===== src/rtl/rx_decap_ctrl_pkg.sv =====
// Shared types for the GMII receive decapsulation controller: FSM states,
// per-frame status codes and the default statistics counter width.
package rx_ctrl_pkg;

  typedef enum logic [2:0] {
    DISABLED = 3'd0,
    WAIT_IFG = 3'd1,
    IDLE     = 3'd2,
    RECV     = 3'd3,
    DONE     = 3'd4,
    RECOVER  = 3'd5
  } state_t;

  typedef enum logic [2:0] {
    ST_OK      = 3'd0,
    ST_CRC     = 3'd1,
    ST_ADDR    = 3'd2,
    ST_LEN     = 3'd3,
    ST_ABORT   = 3'd4,
    ST_TIMEOUT = 3'd5
  } st_code_t;

  localparam int CNT_W_DEF = 16;

endpackage


===== src/rtl/rx_decap_ctrl_if.sv =====
// Per-frame status port between the receive controller and the host.
// Handshake: st_code is held stable while st_valid=1; a transfer happens on
// a clock edge where st_valid & st_ready, after which st_valid drops unless a
// new status is loaded in that same edge.
interface rx_decap_ctrl_if;
  import rx_ctrl_pkg::*;

  logic     st_valid;
  logic     st_ready;
  st_code_t st_code;
  logic     st_ovf;

  modport master (
    output st_valid,
    output st_code,
    output st_ovf,
    input  st_ready
  );

  modport slave (
    input  st_valid,
    input  st_code,
    input  st_ovf,
    output st_ready
  );

endinterface


===== src/rtl/rx_decap_ctrl_sat_counter.sv =====
// Saturating event counter; a synchronous clear takes precedence over an
// increment in the same cycle.
module sat_counter #(
  parameter int W = 16
) (
  input  logic         clk,
  input  logic         rst_n,
  input  logic         inc,
  input  logic         clr,
  output logic [W-1:0] cnt
);

  always_ff @(posedge clk or negedge rst_n) begin
    if (!rst_n) begin
      cnt <= '0;
    end else if (clr) begin
      cnt <= '0;
    end else if (inc && (cnt != {W{1'b1}})) begin
      cnt <= cnt + 1'b1;
    end
  end

endmodule


===== src/rtl/rx_decap_ctrl.sv =====
// Sequences the ethernet decapsulation engine for one GMII receive port:
// frame-boundary gating, outcome classification, statistics and recovery.
module rx_decap_ctrl
  import rx_ctrl_pkg::*;
#(
  parameter int MAX_FRAME_CYCLES = 12500,
  parameter int RST_CYCLES       = 4,
  parameter int IFG_CYCLES       = 12,
  parameter int CNT_W            = CNT_W_DEF
) (
  input  logic               clk,
  input  logic               rst_n,
  input  logic               cfg_enable,
  input  logic               gmii_dv,
  input  logic               gmii_er,
  output logic               dec_en,
  output logic               dec_rst,
  input  logic               dec_idle,
  input  logic               dec_crc_ok,
  input  logic               dec_adr_err,
  input  logic               dec_len_err,
  rx_decap_ctrl_if.master    st,
  input  logic               stat_clr,
  output logic [CNT_W-1:0]   cnt_ok,
  output logic [CNT_W-1:0]   cnt_crc,
  output logic [CNT_W-1:0]   cnt_adr,
  output logic [CNT_W-1:0]   cnt_abort,
  output logic [CNT_W-1:0]   cnt_tmo,
  output state_t             dbg_state
);

  localparam int TMR_W = (MAX_FRAME_CYCLES > 1) ? $clog2(MAX_FRAME_CYCLES) : 1;
  localparam int IFG_W = $clog2(IFG_CYCLES + 1);
  localparam int RST_W = $clog2(RST_CYCLES + 1);

  localparam logic [TMR_W-1:0] TMR_LAST = TMR_W'(MAX_FRAME_CYCLES - 1);
  localparam logic [IFG_W-1:0] IFG_LAST = IFG_W'(IFG_CYCLES - 1);
  localparam logic [RST_W-1:0] RST_LAST = RST_W'(RST_CYCLES - 1);

  state_t           state, state_nxt;
  logic [IFG_W-1:0] ifg_cnt, ifg_nxt;
  logic [TMR_W-1:0] tmr, tmr_nxt;
  logic [RST_W-1:0] rst_cnt, rst_nxt;
  st_code_t         code_q, code_nxt;
  logic             post;
  st_code_t         post_code;

  logic             dec_en_q, dec_rst_q;
  logic             st_valid_q, st_ovf_q;
  st_code_t         st_code_q;

  always_ff @(posedge clk or negedge rst_n) begin
    if (!rst_n) begin
      state   <= DISABLED;
      ifg_cnt <= '0;
      tmr     <= '0;
      rst_cnt <= '0;
      code_q  <= ST_OK;
    end else begin
      state   <= state_nxt;
      ifg_cnt <= ifg_nxt;
      tmr     <= tmr_nxt;
      rst_cnt <= rst_nxt;
      code_q  <= code_nxt;
    end
  end

  always_comb begin
    state_nxt = state;
    ifg_nxt   = ifg_cnt;
    tmr_nxt   = tmr;
    rst_nxt   = rst_cnt;
    code_nxt  = code_q;
    post      = 1'b0;
    post_code = code_q;

    case (state)
      DISABLED: begin
        ifg_nxt = '0;
        if (cfg_enable) state_nxt = WAIT_IFG;
      end

      // Only a full inter-frame gap proves we are between frames.
      WAIT_IFG: begin
        if (!cfg_enable) begin
          state_nxt = DISABLED;
          ifg_nxt   = '0;
        end else if (gmii_dv) begin
          ifg_nxt = '0;
        end else if (ifg_cnt == IFG_LAST) begin
          state_nxt = IDLE;
          ifg_nxt   = '0;
        end else begin
          ifg_nxt = ifg_cnt + 1'b1;
        end
      end

      IDLE: begin
        if (!dec_idle) begin
          state_nxt = RECV;
          tmr_nxt   = '0;
        end else if (!cfg_enable) begin
          state_nxt = DISABLED;
        end
      end

      RECV: begin
        tmr_nxt = tmr + 1'b1;
        if (tmr == TMR_LAST) begin
          state_nxt = RECOVER;
          code_nxt  = ST_TIMEOUT;
          rst_nxt   = '0;
        end else if (gmii_er && gmii_dv) begin
          state_nxt = RECOVER;
          code_nxt  = ST_ABORT;
          rst_nxt   = '0;
        end else if (dec_idle) begin
          state_nxt = DONE;
        end
      end

      DONE: begin
        post = 1'b1;
        if (dec_adr_err)      post_code = ST_ADDR;
        else if (dec_len_err) post_code = ST_LEN;
        else if (!dec_crc_ok) post_code = ST_CRC;
        else                  post_code = ST_OK;
        state_nxt = cfg_enable ? IDLE : DISABLED;
      end

      // The outcome is posted in the first recovery cycle; the engine is
      // then held in reset for the full recovery window.
      RECOVER: begin
        post = (rst_cnt == '0);
        if (rst_cnt == RST_LAST) begin
          state_nxt = WAIT_IFG;
          rst_nxt   = '0;
          ifg_nxt   = '0;
        end else begin
          rst_nxt = rst_cnt + 1'b1;
        end
      end

      default: state_nxt = DISABLED;
    endcase
  end

  // Engine controls are decoded from the next state so they are registered
  // and only move on state transitions.
  always_ff @(posedge clk or negedge rst_n) begin
    if (!rst_n) begin
      dec_en_q  <= 1'b0;
      dec_rst_q <= 1'b1;
    end else begin
      dec_en_q  <= (state_nxt == IDLE) || (state_nxt == RECV) || (state_nxt == DONE);
      dec_rst_q <= (state_nxt == DISABLED) || (state_nxt == RECOVER);
    end
  end

  always_ff @(posedge clk or negedge rst_n) begin
    if (!rst_n) begin
      st_valid_q <= 1'b0;
      st_code_q  <= ST_OK;
    end else if (post && (!st_valid_q || st.st_ready)) begin
      st_valid_q <= 1'b1;
      st_code_q  <= post_code;
    end else if (st_valid_q && st.st_ready) begin
      st_valid_q <= 1'b0;
    end
  end

  always_ff @(posedge clk or negedge rst_n) begin
    if (!rst_n) begin
      st_ovf_q <= 1'b0;
    end else if (stat_clr) begin
      st_ovf_q <= 1'b0;
    end else if (post && st_valid_q && !st.st_ready) begin
      st_ovf_q <= 1'b1;
    end
  end

  logic inc_ok, inc_crc, inc_adr, inc_abort, inc_tmo;

  assign inc_ok    = post && (post_code == ST_OK);
  assign inc_crc   = post && (post_code == ST_CRC);
  assign inc_adr   = post && (post_code == ST_ADDR);
  assign inc_abort = post && (post_code == ST_ABORT);
  assign inc_tmo   = post && (post_code == ST_TIMEOUT);

  sat_counter #(.W(CNT_W)) u_cnt_ok (
    .clk(clk), .rst_n(rst_n), .inc(inc_ok), .clr(stat_clr), .cnt(cnt_ok)
  );
  sat_counter #(.W(CNT_W)) u_cnt_crc (
    .clk(clk), .rst_n(rst_n), .inc(inc_crc), .clr(stat_clr), .cnt(cnt_crc)
  );
  sat_counter #(.W(CNT_W)) u_cnt_adr (
    .clk(clk), .rst_n(rst_n), .inc(inc_adr), .clr(stat_clr), .cnt(cnt_adr)
  );
  sat_counter #(.W(CNT_W)) u_cnt_abort (
    .clk(clk), .rst_n(rst_n), .inc(inc_abort), .clr(stat_clr), .cnt(cnt_abort)
  );
  sat_counter #(.W(CNT_W)) u_cnt_tmo (
    .clk(clk), .rst_n(rst_n), .inc(inc_tmo), .clr(stat_clr), .cnt(cnt_tmo)
  );

  assign dec_en      = dec_en_q;
  assign dec_rst     = dec_rst_q;
  assign st.st_valid = st_valid_q;
  assign st.st_code  = st_code_q;
  assign st.st_ovf   = st_ovf_q;
  assign dbg_state   = state;

endmodule


===== src/flat_wrapper.sv =====
// flat-port wrapper written by rule: the top's interface ports become plain ports
module rx_decap_ctrl_flat import rx_ctrl_pkg::*;
#(
  parameter int MAX_FRAME_CYCLES = 12500,
  parameter int RST_CYCLES       = 4,
  parameter int IFG_CYCLES       = 12,
  parameter int CNT_W            = CNT_W_DEF
)
  (clk, rst_n, cfg_enable, gmii_dv, gmii_er, dec_en, dec_rst, dec_idle, dec_crc_ok, dec_adr_err, dec_len_err, stat_clr, cnt_ok, cnt_crc, cnt_adr, cnt_abort, cnt_tmo, dbg_state, st_st_valid, st_st_code, st_st_ovf, st_st_ready);
  rx_decap_ctrl_if st_i ();
  input  logic clk;
  input  logic rst_n;
  input  logic cfg_enable;
  input  logic gmii_dv;
  input  logic gmii_er;
  output logic dec_en;
  output logic dec_rst;
  input  logic dec_idle;
  input  logic dec_crc_ok;
  input  logic dec_adr_err;
  input  logic dec_len_err;
  input  logic stat_clr;
  output logic [CNT_W-1:0] cnt_ok;
  output logic [CNT_W-1:0] cnt_crc;
  output logic [CNT_W-1:0] cnt_adr;
  output logic [CNT_W-1:0] cnt_abort;
  output logic [CNT_W-1:0] cnt_tmo;
  output state_t dbg_state;
  output wire logic [$bits(st_i.st_valid)-1:0] st_st_valid;
  output wire logic [$bits(st_i.st_code)-1:0] st_st_code;
  output wire logic [$bits(st_i.st_ovf)-1:0] st_st_ovf;
  input wire logic [$bits(st_i.st_ready)-1:0] st_st_ready;
  assign st_st_valid = st_i.st_valid;
  assign st_st_code = st_i.st_code;
  assign st_st_ovf = st_i.st_ovf;
  assign st_i.st_ready = st_st_ready;
  rx_decap_ctrl #(.MAX_FRAME_CYCLES(MAX_FRAME_CYCLES), .RST_CYCLES(RST_CYCLES), .IFG_CYCLES(IFG_CYCLES), .CNT_W(CNT_W)) u_core (.clk(clk), .rst_n(rst_n), .cfg_enable(cfg_enable), .gmii_dv(gmii_dv), .gmii_er(gmii_er), .dec_en(dec_en), .dec_rst(dec_rst), .dec_idle(dec_idle), .dec_crc_ok(dec_crc_ok), .dec_adr_err(dec_adr_err), .dec_len_err(dec_len_err), .st(st_i), .stat_clr(stat_clr), .cnt_ok(cnt_ok), .cnt_crc(cnt_crc), .cnt_adr(cnt_adr), .cnt_abort(cnt_abort), .cnt_tmo(cnt_tmo), .dbg_state(dbg_state));
endmodule

===== config.mk =====
export PLATFORM = sky130hd
export DESIGN_NAME = rx_decap_ctrl_flat
export DESIGN_NICKNAME = d
export VERILOG_FILES = /design/src/rtl/rx_decap_ctrl_pkg.sv /design/src/rtl/rx_decap_ctrl_if.sv /design/src/rtl/rx_decap_ctrl_sat_counter.sv /design/src/rtl/rx_decap_ctrl.sv /design/src/flat_wrapper.sv
export SDC_FILE = /design/constraint.sdc
export NUM_CORES = 1
export LEC_CHECK = 0
export CAP_MARGIN = 20
export CORE_ASPECT_RATIO = 2
export CORE_MARGIN = 4
export CORE_UTILIZATION = 49
export CTS_CLUSTER_DIAMETER = 30
export DETAILED_ROUTE_END_ITERATION = 16
export GPL_TIMING_DRIVEN = 0
export PLACE_DENSITY = 0.77
export SYNTH_ARGS = -nofsm -noshare
export SYNTH_HDL_FRONTEND = slang
export SYNTH_SLANG_ARGS = --single-unit

===== constraint.sdc =====
create_clock -name clk -period 2.4 [get_ports clk]
set_input_delay 0.24 -clock clk [delete_from_list [all_inputs] [get_ports clk]]
set_output_delay 0.24 -clock clk [all_outputs]
set_load 0.05 [all_outputs]

======== Yosys cells after proc, flatten, opt, wreduce, memory -nomap -nowiden ========
Cells that the tools add are included.
operators by class
  equality and inequality tests ........... 24
  reductions and logical operators ........ 40
  mux-type cells .......................... 44
  add/sub/neg operators ................... 8
operator list
  cell                     number
  $mux W16                 10
  $add A16 B1 Y16 const B  5
  $ne A16 B16 Y1 const B   5
  $mux W3                  18
  $pmux W14 S2             1
  $reduce_bool A2 Y1       10
  $eq A3 B2 Y1 const B     6
  $eq A3 B3 Y1 const B     6
  $pmux W3 S6              1
  $mux W4                  4
  $logic_and A1 B1 Y1      15
  $add A14 B1 Y14 const B  1
  $eq A14 B14 Y1 const B   1
  $mux W14                 1
  $logic_not A3 Y1         4
  $pmux W4 S3              1
  $reduce_and A2 Y1        4
  $eq A3 B1 Y1 const B     2
  $pmux W3 S2              1
  $mux W1                  5
  $add A4 B1 Y4 const B    1
  $eq A4 B4 Y1 const B     1
  $logic_or A1 B1 Y1       4
  $add A3 B1 Y3 const B    1
  other kinds (7)          8
word-level totals
  input bits .............................. 11
  bits in registers ....................... 114

======== Logic depth before layout (Yosys ltp) ========
Gate-level depths: netlist of the first run.
  word-level depth ........................ 9
  depth in mapped cells ................... 9
  mapped depth without buffers ............ 7

======== Hierarchy ========
Synthesis of the first run repeated with hierarchy kept, for this count alone.
unflattened totals
  cells, all modules ...................... 691
  area, all modules ....................... 6,572.6 µm²
by module, submodules not included
  module         instances  cells each  area each (µm²)  seq. area each (µm²)
  sat_counter    5          98          942.2            400.4
  rx_decap_ctrl  1          201         1,861.8          827.0

======== Least setup slack after synthesis of the first run ========
Ideal clock, no wire load.
  kind .................................... reg-to-reg
  start ................................... register u_core.state[2] (netlist: u_core.dbg_state[2])
  end ..................................... register u_core.u_cnt_crc.cnt[8]
  setup slack ............................. -160 ps
  path buffers ............................ 2
  arrival ................................. 2,432 ps
  library setup time ...................... 127 ps
  clock period less this slack ............ 2,560 ps
  cell stages (with the launch flop) ...... 8
  required time ........................... 2,273 ps
  path through ............................ dfrtp_1 -> buf_6 -> or3b_1 -> buf_6 -> mux2i_4 -> nor4b_2 -> and3_1 -> mux2_1
on the way
  cells in the longest elaborated chain, start to end .. 6
RTL lines
  what                            line                             source
  start: declaration              rx_decap_ctrl.sv:40              state_t state, state_nxt;
  start signal: assignment        rx_decap_ctrl.sv:60              state <= state_nxt;
  $eq A3 B3 Y1                    rx_decap_ctrl.sv:77              case (state)
  $mux W3                         rx_decap_ctrl.sv:77
  $eq A3 B1 Y1                    rx_decap_ctrl.sv:185             assign inc_crc = post && (post_code == ST_CRC);
  $logic_and A1 B1 Y1 *           rx_decap_ctrl.sv:185
  $logic_and A1 B1 Y1 *           rx_decap_ctrl_sat_counter.sv:18  end else if (inc && (cnt != {W{1'b1}})) begin
  $reduce_bool A2 Y1 (no line) *  n/a
  end signal: assignment          rx_decap_ctrl_sat_counter.sv:19  cnt <= cnt + 1'b1;
  end: declaration                rx_decap_ctrl_sat_counter.sv:10  output logic [W-1:0] cnt
Mark *: on every way between the ends. The rest lies on a longest branch, timed or not.
A chain may end at the register's enable or synchronous reset.

======== Final worst setup path of the first run ========
  start ................................... register u_core.state[0] (netlist: u_core.dbg_state[0])
  end ..................................... register u_core.u_cnt_crc.cnt[5]
Same word-level chain as after synthesis.

==> flow_metrics.env, run 1 <==
export IMPL_status="completed"
export IMPL_synth_top_area_frac=0.454
export IMPL_floorplan_initialDensity=0.503
export IMPL_netlist_top_cells_area="dfrtp_1, nor2_1, nand2_1"
export IMPL_type_of_the_worst_setup_path="reg2reg"
export IMPL_track_usage=0.232
export IMPL_path_max_fanout=7
export IMPL_cellPowerDensity_nw_per_um2=571
export IMPL_final_max_slew_viol_count=0
export IMPL_synthesis_area_per_instance_um2=9.31
export IMPL_drc=0
export IMPL_worst_skew_pair_late_latency_ps=400
export IMPL_synth_nets=683
export IMPL_synth_flop_cell="dfrtp_1"
export IMPL_die_area_um2=14600
export IMPL_min_delay_start="stat_clr"
export IMPL_grt_max_degree=58
export IMPL_buffer_ports_inserted=99
export IMPL_layout_commonest_cell="dfrtp_1"
export IMPL_floorplan_rows=57
export IMPL_synth_area_um2=6170
export IMPL_die_y_um=167
export IMPL_skew_ps=12.4
export IMPL_layout_min_cycle_time_ps=2360
export IMPL_fp_dieW_um=87.3
export IMPL_post_drt_wl_per_cell_um=17.2
export IMPL_critical_path_startpoint_type="flop"
export IMPL_tritoncts="yes"
export IMPL_cp_data_arrival_time_ps=2630
export IMPL_leakagePower_nw=3.27
export IMPL_cts_buffers_inserted=17
export IMPL_async_set_or_reset_register_ratio_after_synthesis=1.00
export IMPL_post_dp_hpwl_um=11700
export IMPL_placedCellCount=911
export IMPL_critical_path_reg2reg_endpoint="u_core.u_cnt_crc.cnt[5]$_DFFE_PN0P_"
export IMPL_worstSetupEndpointType="flop"
export IMPL_filler_cell_count=971
export IMPL_synthDominantAreaCellType="dfrtp_1"
export IMPL_placeableCoreArea_um2=12300
export IMPL_hold_path_class="in2reg"
export IMPL_count_of_different_cell_masters_after_synthesis=68
export IMPL_worst_hold_path_endpoint="u_core.u_cnt_crc.cnt[7]$_DFFE_PN0P_"
export IMPL_synth_cells=663
export IMPL_drt_first_pass_iters=5
export IMPL_detail_route_iter0_violations=320
export IMPL_fmaxAchievable_mhz=423
export IMPL_maxCapViolations=0
export IMPL_min_path_cells=3
export IMPL_ys_ff_latch=113
export IMPL_final_hold_violation_count=0
export IMPL_io_pin_count=101
export IMPL_post_synth_edffs=0
export IMPL_path_clk_slew_ps=50
export IMPL_clock_tree_htree_level_count=4
export IMPL_grt_pass1_wl_um=27200
export IMPL_ir_worst_vdd_uv=663
export IMPL_global_route_overflow_total=0
export IMPL_layout_nets=809
export IMPL_timing_critical_path_required_ps=2660
export IMPL_gp_congestion=0.833
export IMPL_worst_r2r_setup_slack_ps=40
export IMPL_final_antenna_net_count=0
export IMPL_fin_total_pwr_mw=4.66
export IMPL_worst_r2r_path_depth=7
export IMPL_register_area_share_after_synthesis=0.459
export IMPL_layout_common_cells="dfrtp_1, clkdlybuf4s50_1, nor2_1, nand2_1, a21oi_1"
export IMPL_tightest_pin_transition_ps=816
export IMPL_dr_total_vias=5643
export IMPL_final_cells=950
export IMPL_min_period_over_period=0.984
export IMPL_yosysWarningCount=0
export IMPL_routed_wirelength_um=16300
export IMPL_regToRegStartpoint="u_core.dbg_state[0]$_DFF_PN0_"
export IMPL_ctsLongestPathBuffers=2
export IMPL_clkSinkCount=113
export IMPL_timing_max_slew_rel_slack=0.452
export IMPL_grt_antenna_before_repair=1
export IMPL_timing_final_setup_violations=0
export IMPL_clock_tree_root_cell="clkbuf_16"
export IMPL_detail_route_vias_per_cell=5.94
export IMPL_finish_utilization=0.665
export IMPL_via_count_of_the_first_global_routing_pass=5648
export IMPL_layout_cells_sized_above_1=0.0960
export IMPL_areaGrowthSynthToFinish_pct=32.3
power breakdown:
| part | leakage [nW] | internal (mW) | switching [mW] | total, mW |
|---|---|---|---|---|
| registers | 1.51 | 1.92 | 0.00730 | 1.92 |
| clock network | 0.285 | 1.71 | 0.864 | 2.57 |
| logic | 1.47 | 0.0519 | 0.110 | 0.162 |
flip-flops by register name, summed over array words and instances, names as in the netlist, 4 cells and up:
| register | count |
|---|---|
| u_core.u_cnt_abort.cnt | 16 |
| u_core.u_cnt_adr.cnt | 16 |
| u_core.u_cnt_crc.cnt | 16 |
| u_core.u_cnt_ok.cnt | 16 |
| u_core.u_cnt_tmo.cnt | 16 |
| u_core.tmr | 14 |
| u_core.ifg_cnt | 4 |
worst max-delay path, cell delays in order, from the launching register on:
cell and delay [ps]:
dfrtp_2 420, buf_6 130, or3b_4 440, mux2i_4 260, buf_4 190, a2111oi_0 530, xnor2_1 180, nor2_1 60
final cells by class:
cell class | instances | area, um^2 | share of cell area
Timing Repair Buffer | 109 | 1110 | 0.136
Antenna cell | 1 | 2.50 | 0.000307
Tap cell | 147 | 184 | 0.0225
Clock buffer | 23 | 478 | 0.0586
Sequential cell | 113 | 2830 | 0.347
Inverter | 18 | 67.6 | 0.00828
Clock inverter | 9 | 130 | 0.0159
Buffer | 26 | 139 | 0.0170
Multi-Input combinational cell | 504 | 3220 | 0.395
stage by stage:
stage	TNS, ps	hold WS (ps)	area [um^2]	setup slack (ps)
2_1_floorplan	-31.2	-55.6	6180	-31.2
3_3_place_gp	-365380	456	7350	-3660
3_5_place_dp	-555	289	7400	-267
4_1_cts	0	364	8050	7.64
5_1_grt	-12.7	414	8160	-11.4
6_report	0	374	8160	38.0
per-layer routing:
metal / GRT usage / wire [um] / vias up
met5: 0 / 0 / -
met4: 0.115 / 620 / 0
met3: 0.0435 / 668 / 38
met2: 0.415 / 9020 / 170
met1: 0.253 / 6010 / 2783
li1: - / - / 2652
worst max path at each step:
stage                                  startpoint                                   end  slack, ps
floorplan           u_core.dbg_state[0]$_DFF_PN0_   u_core.u_cnt_crc.cnt[8]$_DFFE_PN0P_        -30
global placement                            rst_n         u_core.dbg_state[0]$_DFF_PN0_      -3660
detailed placement                    dec_adr_err  u_core.u_cnt_adr.cnt[13]$_DFFE_PN0P_       -270
CTS                 u_core.dbg_state[0]$_DFF_PN0_   u_core.u_cnt_crc.cnt[5]$_DFFE_PN0P_          8
global route        u_core.dbg_state[0]$_DFF_PN0_   u_core.u_cnt_crc.cnt[4]$_DFFE_PN0P_        -10
finish              u_core.dbg_state[0]$_DFF_PN0_   u_core.u_cnt_crc.cnt[5]$_DFFE_PN0P_         40
Yosys cell counts (4+ instances only):
cell type  instances
nor2_1            75
nand3_1           30
clkbuf_1          20
nor3_1            23
inv_1             18
o211ai_1           9
or2_2              4
and4_1             6
a21oi_1           32
buf_6              4
o21ai_0           26
or3_1             20
nor3b_1            8
xnor2_1           23
nand2_1           62
o21ai_1           10
o31ai_1            9
and3_1            12
nand2b_1           8
dfrtp_1          112
nor2b_1           11
xor2_1            15
nand3b_1           5
and3b_1            4
mux2i_1           13
or4_1              9
mux2_1             6
ha_1               9
nand4_1           23
what timing repair did:
item / CTS / global route
gates resized for setup: 5 / 19
endpoints found under the hold margin: 112 / 0
pin swaps: 1 / 5
hold buffers: 1 / 0
setup buffers: 1 / 5
endpoints found under the setup margin: 7 / 23
gates cloned: 0 / 1
kinds of logic (layout without fill, tap and decap cells):
kind of cell,after synthesis,in the layout,share of synthesized area
multiplexers,21,21,0.0381
flip-flops,113,113,0.459
adder cells (fa/ha/maj),9,9,0.0183
other,0,1,0
AND/OR/NAND/NOR,323,323,0.282
XOR/XNOR,38,38,0.0539
AO/OA/AOI/OAI,113,113,0.115
buffers and inverters,46,185,0.0339
Note: power is estimated with default switching activity, not from simulation.
==> run 2: changes to the inputs <==
--- a/config.mk
+++ b/config.mk
@@ -11,7 +11,6 @@
 export CORE_UTILIZATION = 49
 export CTS_CLUSTER_DIAMETER = 30
 export DETAILED_ROUTE_END_ITERATION = 16
-export GPL_TIMING_DRIVEN = 0
 export PLACE_DENSITY = 0.77
 export SYNTH_ARGS = -nofsm -noshare
 export SYNTH_HDL_FRONTEND = slang
==> run 2 against run 1 <==
Net effect:
- setup slack improved by 120 ps
- non-clock buffer count decreased by 13
- utilization down 1.5 points
- critical path depth shrank 2
- highest routed layer unchanged
==> flow_metrics.env, run 2 (synthesis gave the netlist of run 1 again) <==
export IMPL_status="completed"
export IMPL_timing_max_slew_rel_slack=0.438
export IMPL_placed_area_um2=7410
export IMPL_areaGrowthSynthToFinish_pct=29.2
export IMPL_hold_path_class="in2reg"
export IMPL_type_of_the_worst_setup_path="reg2reg"
export IMPL_die_y_um=167
export IMPL_antenna_diode_count=0
export IMPL_filler_cell_count=973
export IMPL_critical_path_startpoint_type="flop"
export IMPL_rsz0062_at_grt="false"
export IMPL_cts_setup_buffers=0
export IMPL_grt_max_degree=59
export IMPL_layout_commonest_cell="dfrtp_1"
export IMPL_min_period_over_period=0.934
export IMPL_buffer_ports_inserted=100
export IMPL_finalSetupTns_ps=0
export IMPL_cp_data_arrival_time_ps=2560
export IMPL_floorplan_rows=57
export IMPL_path_max_fanout=9
export IMPL_grt_pass1_wl_um=26400
export IMPL_final_max_slew_viol_count=0
export IMPL_ir_worst_vdd_uv=561
export IMPL_worst_r2r_setup_slack_ps=160
export IMPL_detail_route_vias_per_cell=5.91
export IMPL_routed_wirelength_um=15400
export IMPL_clkSinkCount=113
export IMPL_layout_common_cells="dfrtp_1, clkdlybuf4s50_1, nor2_1, nand2_1, a21oi_1"
export IMPL_gp_congestion=0.929
export IMPL_worst_r2r_path_depth=5
export IMPL_dr_total_vias=5515
export IMPL_track_usage=0.225
export IMPL_skew_ps=7.58
export IMPL_min_path_cells=2
export IMPL_grt_antenna_before_repair=0
export IMPL_fmaxAchievable_mhz=446
export IMPL_regToRegStartpoint="u_core.dbg_state[0]$_DFF_PN0_"
export IMPL_layout_nets=796
export IMPL_io_pin_count=101
export IMPL_timing_final_setup_violations=0
export IMPL_clock_tree_htree_level_count=4
export IMPL_critical_path_reg2reg_endpoint="u_core.u_cnt_crc.cnt[15]$_DFFE_PN0P_"
export IMPL_final_area_um2=7970
export IMPL_drc=0
export IMPL_worstSetupEndpointType="flop"
export IMPL_global_route_overflow_total=0
export IMPL_placeableCoreArea_um2=12300
export IMPL_leakagePower_nw=3.23
export IMPL_worst_hold_path_endpoint="u_core.u_cnt_tmo.cnt[1]$_DFFE_PN0P_"
export IMPL_via_count_of_the_first_global_routing_pass=5634
export IMPL_layout_min_cycle_time_ps=2240
export IMPL_path_clk_slew_ps=50
export IMPL_post_drt_wl_per_cell_um=16.5
export IMPL_final_hold_violation_count=0
export IMPL_floorplan_initialDensity=0.503
export IMPL_final_antenna_net_count=0
export IMPL_layout_setup_ws_ps=158
export IMPL_post_dp_hpwl_um=11200
export IMPL_maxCapViolations=0
export IMPL_detail_route_iter0_violations=311
export IMPL_multi_input_gate_area_um2=3150
export IMPL_clock_tree_root_cell="clkbuf_16"
export IMPL_cts_buffers_inserted=17
export IMPL_ctsLongestPathBuffers=2
export IMPL_die_area_um2=14600
export IMPL_layout_cells_sized_above_1=0.0941
export IMPL_hold_worst_slack_ps=437
export IMPL_finish_utilization=0.650
export IMPL_drt_first_pass_iters=5
export IMPL_detailedPlace_worstSlack_ps=-25.3
export IMPL_tightest_pin_transition_ps=843
export IMPL_timing_critical_path_required_ps=2720
export IMPL_cellPowerDensity_nw_per_um2=551
export IMPL_seq_area_um2=2830
export IMPL_worst_skew_pair_late_latency_ps=400
export IMPL_fp_dieW_um=87.3
export IMPL_tritoncts="yes"
export IMPL_min_delay_start="stat_clr"
-- run 2: area by class of cell --
class	instances	share of cell area
clock buffers	22	0.0607
clock inverters	7	0.00753
inverters	18	0.00847
multi-input cells	504	0.395
flip-flops and latches	113	0.355
well taps	147	0.0231
repair buffers	122	0.150
-- run 2: per-stage QoR --
stage,instances,power (mW)
5_1_grt,933,4.55
4_1_cts,933,4.43
3_5_place_dp,903,2.10
6_report,933,4.39
2_1_floorplan,663,2.01
3_3_place_gp,903,2.10
-- run 2: worst max path at each step --
stage / slack [ps] / cells past startpoint / startpoint / to
3_3_place_gp: 30 / 7 / dec_adr_err / u_core.u_cnt_adr.cnt[12]$_DFFE_PN0P_
4_1_cts: 140 / 7 / u_core.rst_cnt[0]$_DFFE_PN0P_ / u_core.u_cnt_crc.cnt[11]$_DFFE_PN0P_
3_5_place_dp: -30 / 6 / dec_adr_err / u_core.u_cnt_adr.cnt[13]$_DFFE_PN0P_
5_1_grt: 40 / 7 / u_core.dbg_state[0]$_DFF_PN0_ / u_core.u_cnt_adr.cnt[12]$_DFFE_PN0P_
6_report: 160 / 5 / u_core.dbg_state[0]$_DFF_PN0_ / u_core.u_cnt_crc.cnt[15]$_DFFE_PN0P_
2_1_floorplan: -30 / 7 / u_core.dbg_state[0]$_DFF_PN0_ / u_core.u_cnt_crc.cnt[8]$_DFFE_PN0P_
-- run 2: timing repair --
action / 4_1_cts / 5_1_grt
endpoints found under the hold margin: 55 / 0
endpoints found under the setup margin: 0 / 6
resized for setup: 0 / 2
hold buffers: 1 / 0
-- run 2: worst max-delay path: stages (launching register included) --
cell and delay, ps:
dfrtp_2 390, or3b_1 500, mux2i_4 290, or4_1 530, or3_1 320, a21oi_1 140
-- run 2: power breakdown --
part	total (mW)	internal, mW	switching, mW
combinational	0.145	0.0457	0.0989
sequential	1.92	1.92	0.00693
clock	2.32	1.50	0.823
total	4.39	3.46	0.928
-- run 2: routing by layer --
metal	track usage	wire, um
met1	0.244	5790
met2	0.404	8520
met3	0.0494	575
met4	0.0969	477
met5	0	0
==> run 3: changes to the inputs <==
--- a/config.mk
+++ b/config.mk
@@ -8,10 +8,11 @@
 export CAP_MARGIN = 20
 export CORE_ASPECT_RATIO = 2
 export CORE_MARGIN = 4
-export CORE_UTILIZATION = 49
+export CORE_UTILIZATION = 54
 export CTS_CLUSTER_DIAMETER = 30
 export DETAILED_ROUTE_END_ITERATION = 16
-export PLACE_DENSITY = 0.77
+export MAX_ROUTING_LAYER = met4
+export PLACE_DENSITY = 0.81
 export SYNTH_ARGS = -nofsm -noshare
 export SYNTH_HDL_FRONTEND = slang
 export SYNTH_SLANG_ARGS = --single-unit
==> constraint.sdc (replaced) <==
create_clock -name clk -period 2.1 [get_ports clk]
set_input_delay 0.21 -clock clk [delete_from_list [all_inputs] [get_ports clk]]
set_output_delay 0.21 -clock clk [all_outputs]
set_load 0.05 [all_outputs]
==> run 3 against run 2 <==
Net effect:
- the run now ends with negative setup slack left
- critical path type unchanged
- final cell count is 4.2% higher
- die area is 8.6% lower
- register-to-register slack worse by 180 ps
- largest cell class unchanged
- sequential power is 15% higher
- via count is 8.5% higher
- sequential share of layout area is 2.3 points lower
- final area is 7.7% higher
- sequential cell count stayed put
==> flow_metrics.env, run 3 (synthesis gave the netlist of run 1 again) <==
export IMPL_finalSetupTns_ps=-38.9
export IMPL_hold_worst_slack_ps=261
export IMPL_critical_path_startpoint_type="flop"
export IMPL_detailedPlace_worstSlack_ps=-137
export IMPL_via_count_of_the_first_global_routing_pass=6040
export IMPL_maxCapViolations=0
export IMPL_path_clk_slew_ps=60
export IMPL_final_max_slew_viol_count=0
export IMPL_timing_critical_path_required_ps=2440
export IMPL_fp_dieW_um=83.6
export IMPL_final_antenna_net_count=0
export IMPL_grt_antenna_before_repair=0
export IMPL_placeableCoreArea_um2=11300
export IMPL_skew_ps=10.3
export IMPL_buffer_ports_inserted=100
export IMPL_layout_setup_ws_ps=-26.7
export IMPL_worst_r2r_setup_slack_ps=-30
export IMPL_areaGrowthSynthToFinish_pct=39.1
export IMPL_detail_route_iter0_violations=402
export IMPL_ir_worst_vdd_uv=724
export IMPL_placedCellCount=930
export IMPL_final_area_um2=8580
export IMPL_antenna_diode_count=0
export IMPL_grt_pass1_wl_um=28600
export IMPL_layout_min_cycle_time_ps=2130
export IMPL_track_usage=0.269
export IMPL_io_pin_count=101
export IMPL_layout_commonest_cell="clkdlybuf4s50_1"
export IMPL_hold_path_class="in2async"
export IMPL_rsz0062_at_grt="true"
export IMPL_seq_area_um2=2850
export IMPL_multi_input_gate_area_um2=3350
export IMPL_placed_area_um2=7690
export IMPL_path_max_fanout=7
export IMPL_timing_max_slew_rel_slack=0.571
export IMPL_failed_checks="negative setup slack"
export IMPL_final_hold_violation_count=0
export IMPL_cp_data_arrival_time_ps=2470
export IMPL_min_period_over_period=1.01
export IMPL_global_route_overflow_total=0
export IMPL_grt_max_degree=50
export IMPL_gp_congestion=0.926
export IMPL_drt_first_pass_iters=5
export IMPL_final_cells=972
export IMPL_detail_route_vias_per_cell=6.16
export IMPL_routed_wirelength_um=18000
export IMPL_drc=0
export IMPL_layout_cells_sized_above_1=0.189
export IMPL_clock_tree_root_cell="clkbuf_16"
export IMPL_floorplan_initialDensity=0.547
export IMPL_filler_cell_count=752
export IMPL_tightest_pin_transition_ps=643
export IMPL_layout_common_cells="clkdlybuf4s50_1, dfrtp_1, nor2_1, nand2_1, buf_4"
export IMPL_die_area_um2=13300
export IMPL_post_dp_hpwl_um=12200
export IMPL_dr_total_vias=5985
export IMPL_clock_tree_htree_level_count=4
export IMPL_cellPowerDensity_nw_per_um2=642
export IMPL_clkSinkCount=113
export IMPL_type_of_the_worst_setup_path="reg2reg"
export IMPL_die_y_um=159
export IMPL_cts_buffers_inserted=17
export IMPL_ctsLongestPathBuffers=2
export IMPL_layout_nets=837
export IMPL_leakagePower_nw=3.52
export IMPL_status="finished with violations"
export IMPL_worstSetupEndpointType="flop"
export IMPL_worst_skew_pair_late_latency_ps=420
export IMPL_fin_total_pwr_mw=5.51
export IMPL_fmaxAchievable_mhz=470
export IMPL_floorplan_rows=55
export IMPL_tritoncts="yes"
export IMPL_timing_final_setup_violations=2
export IMPL_post_drt_wl_per_cell_um=18.6
export IMPL_finish_utilization=0.761
-- run 3: cell count changes in the layout (fill, tap and decap cells not counted), moves of 4 or more --
cell,previous run,this run
buf_6,0,6
dfrtp_2,2,18
dfrtp_1,110,94
buf_4,19,53
bufinv_16,1,5
-- run 3: worst paths after layout --
path / endpoint / depth (start not counted) / start
max in group asynchronous: u_core.u_cnt_ok.cnt[0]$_DFFE_PN0P_ / 3 / rst_n
min in group clk: u_core.u_cnt_crc.cnt[6]$_DFFE_PN0P_ / 2 / stat_clr
worst max register to register: u_core.u_cnt_ok.cnt[9]$_DFFE_PN0P_ / 6 / u_core.dbg_state[1]$_DFF_PN0_
worst max-delay path: u_core.u_cnt_ok.cnt[9]$_DFFE_PN0P_ / 6 / u_core.dbg_state[1]$_DFF_PN0_
worst min-delay path: u_core.u_cnt_crc.cnt[8]$_DFFE_PN0P_ / 2 / rst_n
worst min register to register: u_core.st.st_code[1]$_DFFE_PN0P_ / 2 / u_core.st.st_code[1]$_DFFE_PN0P_
-- run 3: power by group --
| group | switching (mW) | internal, mW | total (mW) |
|---|---|---|---|
| Clock | 1.00 | 2.12 | 3.13 |
| Sequential | 0.00736 | 2.19 | 2.20 |
| Combinational | 0.125 | 0.0603 | 0.186 |
| Total | 1.14 | 4.37 | 5.51 |
-- run 3: area by class of cell --
| class | instances | area share |
|---|---|---|
| Clock inverter | 11 | 0.0216 |
| Inverter | 18 | 0.00787 |
| Timing Repair Buffer | 162 | 0.175 |
| Multi-Input combinational cell | 505 | 0.390 |
| Clock buffer | 21 | 0.0525 |
| Tap cell | 142 | 0.0207 |
| Sequential cell | 113 | 0.332 |
-- run 3: worst max-delay path: stages (launching register included) --
cell      delay, ps
dfrtp_1         380
or3b_4          440
buf_6           140
mux2_4          230
o311ai_4        160
or4_4           570
a21oi_2         160
-- run 3: per-layer routing --
layer / vias up / GRT usage / share of wire
met5: - / - / 0
met1: 2980 / 0.273 / 0.35
met4: 0 / 0.130 / 0.040
li1: 2705 / - / -
met2: 242 / 0.487 / 0.57
met3: 58 / 0.0492 / 0.042
-- run 3: what timing repair did --
action	CTS	global route
resized for setup	5	38
cloned	0	1
endpoints found under the hold margin	25	0
pin swaps	0	11
setup endpoints to repair	18	33
buffers inserted	0	8
hold buffers	1	0
